[config.mk]
export PLATFORM = sky130hd
export DESIGN_NAME = exe_issue_units_flat
export DESIGN_NICKNAME = d
export VERILOG_FILES = /design/src/rtl/exe_issue_units_if.sv /design/src/rtl/exe_issue_units.sv /design/src/flat_wrapper.sv
export SDC_FILE = /design/constraint.sdc
export NUM_CORES = 2
export LEC_CHECK = 0
export CAP_MARGIN = 40
export CORE_MARGIN = 10
export CORE_UTILIZATION = 55
export CTS_CLUSTER_SIZE = 14
export DETAILED_ROUTE_END_ITERATION = 6
export PLACE_DENSITY = 0.87
export REMOVE_ABC_BUFFERS = 1
export SYNTH_ARGS = -nofsm -noshare
export SYNTH_HDL_FRONTEND = slang
export SYNTH_SLANG_ARGS = --single-unit
[constraint.sdc]
create_clock -name clk -period 2.9 [get_ports clk]
set_input_delay 0.58 -clock clk [delete_from_list [all_inputs] [get_ports clk]]
set_output_delay 0.58 -clock clk [all_outputs]
set_load 0.1 [all_outputs]
[src/rtl/exe_issue_units_if.sv]
// exe_issue_units_if: issue handshake, load memory port and per-unit result buses
// of the execute stage; master is the decode/EXE-WB side, slave is the execute block.
interface exe_issue_units_if #(
    parameter int NREGS = 16
);
    localparam int RW = $clog2(NREGS);
    logic             issue_valid;
    logic [1:0]       issue_unit;
    logic [1:0]       issue_op;
    logic [RW-1:0]    issue_Rd;
    logic [31:0]      op_a;
    logic [31:0]      op_b;
    logic             issue_ready;
    logic [NREGS-1:0] pending;
    logic             mem_rd;
    logic [31:0]      mem_addr;
    logic [31:0]      mem_rdata;
    logic [3:0]       wr_allow;
    logic [RW-1:0]    alu_Rd;
    logic [RW-1:0]    ld_Rd;
    logic [RW-1:0]    mul_Rd;
    logic [RW-1:0]    div_Rd;
    logic [31:0]      alu_exe;
    logic [31:0]      ld_exe;
    logic [31:0]      mul_exe;
    logic [31:0]      div_exe;
    modport master (
        output issue_valid, issue_unit, issue_op, issue_Rd, op_a, op_b, mem_rdata,
        input  issue_ready, pending, mem_rd, mem_addr, wr_allow,
        input  alu_Rd, ld_Rd, mul_Rd, div_Rd, alu_exe, ld_exe, mul_exe, div_exe
    );
    modport slave (
        input  issue_valid, issue_unit, issue_op, issue_Rd, op_a, op_b, mem_rdata,
        output issue_ready, pending, mem_rd, mem_addr, wr_allow,
        output alu_Rd, ld_Rd, mul_Rd, div_Rd, alu_exe, ld_exe, mul_exe, div_exe
    );
endinterface

[src/rtl/exe_issue_units.sv]
// exe_issue_units: routes one instruction per cycle to ALU/LD/MUL/DIV, keeps a
// destination scoreboard and presents registered per-unit result strobes.
module exe_issue_units #(
    parameter int MUL_STAGES = 3,
    parameter int NREGS = 16
) (
    input logic clk,
    input logic rst_n,
    exe_issue_units_if.slave io
);
    localparam int RW = $clog2(NREGS);
    typedef enum logic [1:0] {DIV_IDLE, DIV_RUN, DIV_DONE} div_state_t;
    div_state_t state, state_n;
    logic [NREGS-1:0] pending_q, set_m, clr_m;
    logic unit_ok, accept, acc_alu, acc_ld, acc_mul, acc_div;
    logic alu_v, mem_rd_q, ld_v, div_v, div_fin, ge, dz;
    logic [RW-1:0] alu_rd, ld_rd_q, ld_rd, div_rd_q, div_rd;
    logic [31:0] alu_res, alu_exe, mem_addr_q, ld_exe, div_exe;
    logic [MUL_STAGES-1:0] mv;
    logic [RW-1:0] mr [MUL_STAGES];
    logic [31:0] md [MUL_STAGES];
    logic [31:0] dq, drem, ddiv, rem_n, q_n;
    logic [32:0] shifted;
    logic [4:0] dcnt;
    // LD stays busy through both the mem_rd cycle and the strobe cycle
    assign unit_ok = io.issue_unit == 2'd1 ? !(mem_rd_q || ld_v) :
                     io.issue_unit == 2'd3 ? state != DIV_RUN : 1'b1;
    assign io.issue_ready = unit_ok && !pending_q[io.issue_Rd];
    assign accept = io.issue_valid && io.issue_ready;
    assign acc_alu = accept && io.issue_unit == 2'd0;
    assign acc_ld = accept && io.issue_unit == 2'd1;
    assign acc_mul = accept && io.issue_unit == 2'd2;
    assign acc_div = accept && io.issue_unit == 2'd3;
    assign alu_res = io.issue_op == 2'd0 ? io.op_a + io.op_b :
                     io.issue_op == 2'd1 ? io.op_a - io.op_b :
                     io.issue_op == 2'd2 ? io.op_a & io.op_b : io.op_a | io.op_b;
    always_comb begin
        set_m = '0;
        clr_m = '0;
        if (accept) set_m[io.issue_Rd] = 1'b1;
        if (alu_v) clr_m[alu_rd] = 1'b1;
        if (ld_v) clr_m[ld_rd] = 1'b1;
        if (mv[MUL_STAGES-1]) clr_m[mr[MUL_STAGES-1]] = 1'b1;
        if (div_v) clr_m[div_rd] = 1'b1;
    end
    always_ff @(posedge clk or negedge rst_n)
        if (!rst_n) pending_q <= '0;
        else pending_q <= (pending_q & ~clr_m) | set_m;
    always_ff @(posedge clk or negedge rst_n)
        if (!rst_n) begin
            alu_v <= 1'b0;
            alu_rd <= '0;
            alu_exe <= '0;
        end else begin
            alu_v <= acc_alu;
            if (acc_alu) begin
                alu_rd <= io.issue_Rd;
                alu_exe <= alu_res;
            end
        end
    always_ff @(posedge clk or negedge rst_n)
        if (!rst_n) begin
            mem_rd_q <= 1'b0;
            mem_addr_q <= '0;
            ld_rd_q <= '0;
            ld_v <= 1'b0;
            ld_rd <= '0;
            ld_exe <= '0;
        end else begin
            mem_rd_q <= acc_ld;
            ld_v <= mem_rd_q;
            if (acc_ld) begin
                mem_addr_q <= io.op_a + io.op_b;
                ld_rd_q <= io.issue_Rd;
            end
            if (mem_rd_q) begin
                ld_rd <= ld_rd_q;
                ld_exe <= io.mem_rdata;
            end
        end
    // stages advance only behind a valid so the last stage holds when idle
    always_ff @(posedge clk or negedge rst_n)
        if (!rst_n) begin
            mv <= '0;
            for (int i = 0; i < MUL_STAGES; i++) begin
                mr[i] <= '0;
                md[i] <= '0;
            end
        end else begin
            mv <= MUL_STAGES'({mv, acc_mul});
            if (acc_mul) begin
                mr[0] <= io.issue_Rd;
                md[0] <= io.op_a * io.op_b;
            end
            for (int i = 1; i < MUL_STAGES; i++)
                if (mv[i-1]) begin
                    mr[i] <= mr[i-1];
                    md[i] <= md[i-1];
                end
        end
    always_comb begin
        shifted = {drem, dq[31]};
        ge = shifted >= {1'b0, ddiv};
        rem_n = ge ? 32'(shifted - {1'b0, ddiv}) : shifted[31:0];
        q_n = {dq[30:0], ge};
        dz = ddiv == '0;
        state_n = state == DIV_RUN ? ((dz || dcnt == '0) ? DIV_DONE : DIV_RUN) :
                  (acc_div ? DIV_RUN : DIV_IDLE);
        div_fin = state == DIV_RUN && state_n == DIV_DONE;
    end
    always_ff @(posedge clk or negedge rst_n)
        if (!rst_n) state <= DIV_IDLE;
        else state <= state_n;
    always_ff @(posedge clk or negedge rst_n)
        if (!rst_n) begin
            dq <= '0;
            drem <= '0;
            ddiv <= '0;
            dcnt <= '0;
            div_rd_q <= '0;
            div_v <= 1'b0;
            div_rd <= '0;
            div_exe <= '0;
        end else begin
            div_v <= div_fin;
            if (acc_div) begin
                dq <= io.op_a;
                ddiv <= io.op_b;
                drem <= '0;
                dcnt <= 5'd31;
                div_rd_q <= io.issue_Rd;
            end else if (state == DIV_RUN) begin
                dq <= q_n;
                drem <= rem_n;
                dcnt <= dcnt - 5'd1;
            end
            if (div_fin) begin
                div_rd <= div_rd_q;
                div_exe <= dz ? '1 : q_n;
            end
        end
    assign io.pending = pending_q;
    assign io.mem_rd = mem_rd_q;
    assign io.mem_addr = mem_addr_q;
    assign io.wr_allow = {alu_v, ld_v, mv[MUL_STAGES-1], div_v};
    assign io.alu_Rd = alu_rd;
    assign io.ld_Rd = ld_rd;
    assign io.mul_Rd = mr[MUL_STAGES-1];
    assign io.div_Rd = div_rd;
    assign io.alu_exe = alu_exe;
    assign io.ld_exe = ld_exe;
    assign io.mul_exe = md[MUL_STAGES-1];
    assign io.div_exe = div_exe;
endmodule

[src/flat_wrapper.sv]
// flat-port wrapper written by rule: the top's interface ports become plain ports
module exe_issue_units_flat 
#(
    parameter int MUL_STAGES = 3,
    parameter int NREGS = 16
)
  (clk, rst_n, io_issue_valid, io_issue_unit, io_issue_op, io_issue_Rd, io_op_a, io_op_b, io_mem_rdata, io_issue_ready, io_pending, io_mem_rd, io_mem_addr, io_wr_allow, io_alu_Rd, io_ld_Rd, io_mul_Rd, io_div_Rd, io_alu_exe, io_ld_exe, io_mul_exe, io_div_exe);
  exe_issue_units_if #(.NREGS(NREGS)) io_i ();
  input logic clk;
  input logic rst_n;
  input wire logic [$bits(io_i.issue_valid)-1:0] io_issue_valid;
  input wire logic [$bits(io_i.issue_unit)-1:0] io_issue_unit;
  input wire logic [$bits(io_i.issue_op)-1:0] io_issue_op;
  input wire logic [$bits(io_i.issue_Rd)-1:0] io_issue_Rd;
  input wire logic [$bits(io_i.op_a)-1:0] io_op_a;
  input wire logic [$bits(io_i.op_b)-1:0] io_op_b;
  input wire logic [$bits(io_i.mem_rdata)-1:0] io_mem_rdata;
  output wire logic [$bits(io_i.issue_ready)-1:0] io_issue_ready;
  output wire logic [$bits(io_i.pending)-1:0] io_pending;
  output wire logic [$bits(io_i.mem_rd)-1:0] io_mem_rd;
  output wire logic [$bits(io_i.mem_addr)-1:0] io_mem_addr;
  output wire logic [$bits(io_i.wr_allow)-1:0] io_wr_allow;
  output wire logic [$bits(io_i.alu_Rd)-1:0] io_alu_Rd;
  output wire logic [$bits(io_i.ld_Rd)-1:0] io_ld_Rd;
  output wire logic [$bits(io_i.mul_Rd)-1:0] io_mul_Rd;
  output wire logic [$bits(io_i.div_Rd)-1:0] io_div_Rd;
  output wire logic [$bits(io_i.alu_exe)-1:0] io_alu_exe;
  output wire logic [$bits(io_i.ld_exe)-1:0] io_ld_exe;
  output wire logic [$bits(io_i.mul_exe)-1:0] io_mul_exe;
  output wire logic [$bits(io_i.div_exe)-1:0] io_div_exe;
  assign io_i.issue_valid = io_issue_valid;
  assign io_i.issue_unit = io_issue_unit;
  assign io_i.issue_op = io_issue_op;
  assign io_i.issue_Rd = io_issue_Rd;
  assign io_i.op_a = io_op_a;
  assign io_i.op_b = io_op_b;
  assign io_i.mem_rdata = io_mem_rdata;
  assign io_issue_ready = io_i.issue_ready;
  assign io_pending = io_i.pending;
  assign io_mem_rd = io_i.mem_rd;
  assign io_mem_addr = io_i.mem_addr;
  assign io_wr_allow = io_i.wr_allow;
  assign io_alu_Rd = io_i.alu_Rd;
  assign io_ld_Rd = io_i.ld_Rd;
  assign io_mul_Rd = io_i.mul_Rd;
  assign io_div_Rd = io_i.div_Rd;
  assign io_alu_exe = io_i.alu_exe;
  assign io_ld_exe = io_i.ld_exe;
  assign io_mul_exe = io_i.mul_exe;
  assign io_div_exe = io_i.div_exe;
  exe_issue_units #(.MUL_STAGES(MUL_STAGES), .NREGS(NREGS)) u_core (.clk(clk), .rst_n(rst_n), .io(io_i));
endmodule
# Yosys cells after proc, flatten, opt, wreduce, memory -nomap -nowiden
# Cells that the tools add are included.
[classes]
n_lt_le_gt_ge = 11
mux = 33
n_bitwise = 8
add_sub_neg = 4
n_eq_ne = 8
reduce_logical = 21
n_mul = 1
[op_table]
columns = ["cell", "count"]
rows = [
  ["$mux W32", 9],
  ["$mux W16", 5],
  ["$or A16 B16 Y16", 4],
  ["$sub A32 B32 Y32", 2],
  ["$ge A33 B32 Y1", 1],
  ["$add A32 B32 Y32", 1],
  ["$and A32 B32 Y32", 1],
  ["$logic_not A32 Y1", 1],
  ["$mul A32 B32 Y32", 1],
  ["$or A32 B32 Y32", 1],
  ["$lt A4 B5 Y1 const B", 5],
  ["$demux W1 S4", 5],
  ["$ge A4 B1 Y1 const B", 5],
  ["$and A16 B16 Y16", 1],
  ["$not A16 Y16", 1],
  ["$logic_and A1 B1 Y1", 12],
  ["$mux W5", 2],
  ["$mux W1", 9],
  ["$eq A2 B2 Y1 const B", 4],
  ["$eq A2 B1 Y1 const B", 3],
  ["$logic_not A5 Y1", 1],
  ["$sub A5 B1 Y5 const B", 1],
  ["$bmux W1 S4", 1],
  ["$logic_not A2 Y1", 2],
  ["other kinds (5)", 8],
]
[word_totals]
inputBits = 107
reg_bits = 382

# Depth between registers and ports, before layout
[depth]
depth_word = 14
ltp_mapped = 29
mapped_depth_nobuf = 27

# Least setup slack after synthesis
# Ideal clock, no wire load.
[synth_timing]
path_type = "input -> register"
from = "input port io_op_b[2]"
to = "register u_core.md[93] (netlist bit)"
arrival_time_ns = 7.331
setup_slack_ns = -4.565
t_required_ns = 2.767
path_stages = 25
path_cell_list = "clkbuf_1 > inv_1 > clkbuf_1 > nor2_1 > fa_1 > inv_1 > fa_1 > fa_1 > fa_1 > inv_1 > fa_1 > ha_1 > fa_1 > fa_1 > ha_1 > a211oi_1 > o2111ai_1 > nor3_1 > nor3_1 > o41ai_1 > o21ai_1 > a221o_1 > o31ai_1 > xor2_1 > o21ai_0"
[synth_between]
elab_chain_cells = 1
[synth_lines]
columns = ["item", "line_no", "text"]
rows = [
  ["start: declaration", "flat_wrapper.sv:16", "input wire logic [$bits(io_i.op_b)-1:0] io_op_b;"],
  ["$mul A32 B32 Y32", "exe_issue_units.sv:93", "md[0] <= io.op_a * io.op_b;"],
  ["end signal: indexed assignment", "exe_issue_units.sv:98", "md[i] <= md[i-1];"],
  ["end: declaration", "exe_issue_units.sv:21", "logic [31:0] md [MUL_STAGES];"],
]
# Every way passes these cells.
# A chain may end at the register's enable or synchronous reset.

# Worst setup path after layout
[layout_timing]
from = "input port io_op_b[8]"
to = "register u_core.md[92] (netlist bit)"
# The elaborated chain is that of the path after synthesis.

==> results.toml <==
[setup_path]
required_ns = 3.36
worst_ep_arrival_time_ns = 8.32
cp_max_fo = 5
crit_type = "in -> reg"
startpoint_type = "primary input"
end_kind = "flip-flop"
r2r_slack_ns = -0.49

[cts]
path_clk_slew_ns = 0.06
insertion_delay_ns = 0.63
cts_max_level = 2
root_buffer = "clkbuf_16"
cts_buffers = 44
cts_sinks = 382
cts_max_path_buffers = 3
cts_tree = "yes"

[floorplan]
io_pins = 305
rows = 94
initial_core_util_pct = 55.5
die_x_um = 278
design.core.area_sq_um = 65900
dieArea_sq_um = 77200
die_y_um = 278

[timing]
finalSetupViolCount = 156
min_period_ns = 7.86
tightest_slew_ns = 1.32
fin_tns_setup_ns = -137.96
whs_ns = 0.458
setup_ws_ns = -4.96
fmax_ghz = 0.127
fin_crit_sh_pct = 271
maxSlewHeadroom_pct = 10.9
finalHoldViolations = 0
clock_skew_ns = 0.0350
grt_setup_unrepaired = "true"
slew_viol_final = 0

[detailed_routing]
wire_per_inst_um = 29.2
drtIter0Drc = 4861
vias = 37600
via_per_inst = 6.41
ant_nets = 0
drcViolationCount = 1
first_pass_iters = 7
wl_mm = 171

[yosys]
synth-seq-area-share_pct = 26.1
synth-seq-cells = 382
yosysMostFrequentCell = "nand2_1"
syn_area_per_cell_sq_um = 9.04
synth_common_cells = "598 x nand2_1, 515 x inv_1, 439 x nor2_1"
synth_flop_cell = "dfrtp_1"
synth_edf_count = 0
synth_area_leader_cell = "dfrtp_1"
netlist_top_cells_area = "dfrtp_1 26%, fa_1 22%, ha_1 8.6%"
yosys.area.top_type_share_pct = 26.1
synth_warnings = 0
async_flop_share_pct = 100
ys_types = 82
synthesis.area_sq_um = 36600
netlist_instances = 4046

[layout]
ff_latch_area_sq_um = 9570
nNetsFinal = 5735
fillers = 3922
multi_input_area_sq_um = 26700
drive_gt1_share_pct = 35.3
area_delta_synth_final_pct = 39.4
design_area_sq_um = 51000

[status]
status = "finished with violations"
violations = "DRC, setup timing"

[flow_run]
maxCapViolCount = 0

[grt]
grt_pass1_vias = 37000
grt_max_degree = 82
top_usage_layer = "met2"
use_met2_pct = 62.8
grt_pass1_wl_mm = 226
grtUsageMet3_pct = 8.31
grt_overflow = 0
antenna_found_initial = 9
grt.met1_usage_pct = 44.8
grt_usage_pct = 38.2

[place]
place_area_sq_um = 44700
hpwl_mm = 113
portBuffers = 304
place.gp.congestion = 1.04

[min_path]
hold_class = "in -> reg"
[flip-flops by register name, summed over array words and instances (netlist names), 2 cells and up]
signal              cells
u_core.io.mul_exe      32
u_core.ld_rd_q          4
u_core.io.alu_exe      32
u_core.mv               3
u_core.dcnt             5
u_core.div_rd_q         4
u_core.io.pending      16
u_core.md              64
u_core.state            2
u_core.io.ld_Rd         4
u_core.io.ld_exe       32
u_core.io.div_Rd        4
u_core.io.mem_addr     32
u_core.io.div_exe      32
u_core.mr               8
u_core.io.mul_Rd        4
u_core.io.alu_Rd        4
u_core.dq              32
u_core.ddiv            32
u_core.drem            32
[cell families (layout without fill, tap and decap cells)]
family / count (synthesis) / after routing / synth area share (%)
other: 0 / 5 / 0
and+or+nand+nor: 1253 / 1254 / 14.2
adders and majority gates: 663 / 663 / 31.1
xor gates and xnor gates: 167 / 167 / 4.00
DFF: 382 / 382 / 26.1
buffers and inverters: 777 / 1731 / 8.47
AOI/OAI and AO/OA: 647 / 647 / 11.1
muxes: 157 / 157 / 5.01
[critical path, cell delays in order]
cell       delay (ns)
buf_4            0.16
buf_4            0.16
inv_2            0.13
buf_6            0.19
nor2_1           0.09
fa_2             0.41
fa_2             0.69
inv_1            0.12
fa_2             0.37
fa_1             0.43
inv_1            0.39
ha_1             0.36
ha_1             0.23
fa_1             0.52
fa_2             0.55
ha_2             0.28
buf_4            0.16
a21oi_1          0.13
nor2b_1          0.10
o21ai_1          0.72
nand2b_1         0.21
a41o_2           0.39
o2111ai_4        0.22
nand3_4          0.14
a31oi_2          0.20
xor2_1           0.23
o21ai_1          0.13
[area by class of cell]
| class | count | area share (%) |
|---|---|---|
| Tap cell | 864 | 2.12 |
| Inverter | 534 | 4.21 |
| Clock inverter | 22 | 0.483 |
| Timing Repair Buffer | 1115 | 19.6 |
| Multi-Input combinational cell | 2888 | 52.4 |
| Sequential cell | 382 | 18.8 |
| Clock buffer | 60 | 2.49 |
| Antenna cell | 5 | 0.0245 |
[routing by layer]
metal  share of wire (%)  up-vias
li1                    -    14900
met1                  33    18100
met2                  44     3375
met3                  13     1252
met4                 9.9       10
met5               0.052        -
[per-stage QoR]
stage | worst slack [ns] | util [%] | cells
2_1_floorplan | -4.42 | - | 3803
4_1_cts | -3.78 | 73.4 | 5772
6_report | -4.96 | 77.4 | 5870
5_1_grt | -4.92 | 77.4 | 5865
3_5_place_dp | -5.39 | 67.9 | 5654
3_3_place_gp | -5.27 | 67.9 | 5652
[placed cells by master, fill, tap and decap left out, types with 12 or more instances in the layout]
| cell | instances |
|---|---|
| buf_12 | 58 |
| nor2_4 | 30 |
| a21oi_1 | 72 |
| fa_2 | 60 |
| ha_1 | 183 |
| nor3_1 | 28 |
| clkinv_2 | 12 |
| buf_6 | 121 |
| o211ai_1 | 16 |
| fa_1 | 351 |
| nor2_1 | 360 |
| o21ai_0 | 150 |
| o21ai_2 | 25 |
| mux2i_1 | 27 |
| nor2b_1 | 15 |
| mux2_2 | 113 |
| o21a_1 | 12 |
| inv_2 | 45 |
| nand2_1 | 591 |
| ha_2 | 12 |
| nand2b_1 | 28 |
| a31oi_1 | 17 |
| inv_1 | 453 |
| xnor2_1 | 92 |
| clkbuf_16 | 48 |
| xor2_1 | 46 |
| a21o_1 | 32 |
| nor2_2 | 50 |
| nand3_1 | 43 |
| buf_4 | 823 |
| a22oi_1 | 30 |
| ha_4 | 57 |
| a21oi_2 | 39 |
| o21ai_1 | 71 |
| clkdlybuf4s50_1 | 58 |
| xnor2_2 | 22 |
| o21bai_1 | 12 |
| buf_8 | 22 |
| dfrtp_1 | 377 |
[worst paths after layout]
check | start | endpoint | cells after the start
worst min register to register | u_core.mr[10]$_DFFE_PN0P_ | u_core.mr[10]$_DFFE_PN0P_ | 2
worst min-delay path | io_op_a[24] | u_core.dq[24]$_DFFE_PN0P_ | 4
min in group asynchronous | rst_n | u_core.div_rd_q[2]$_DFFE_PN0P_ | 2
max in group asynchronous | rst_n | u_core.io.mem_addr[20]$_DFFE_PN0P_ | 3
worst max-delay path | io_op_b[8] | u_core.md[92]$_DFFE_PN0P_ | 27
worst max register to register | u_core.ddiv[21]$_DFFE_PN0P_ | u_core.io.div_exe[5]$_DFFE_PN0P_ | 7
[timing repair]
action	4_1_cts	5_1_grt
setup buffers	37	103
endpoints found under the setup margin	221	138
hold endpoints to repair	42	0
hold buffers	1	0
gates resized for setup	599	525
pin swaps	140	232
cloned	0	5
Power is not shown: default switching activity piles up to over one toggle a cycle in this logic, so the estimate is an artifact.
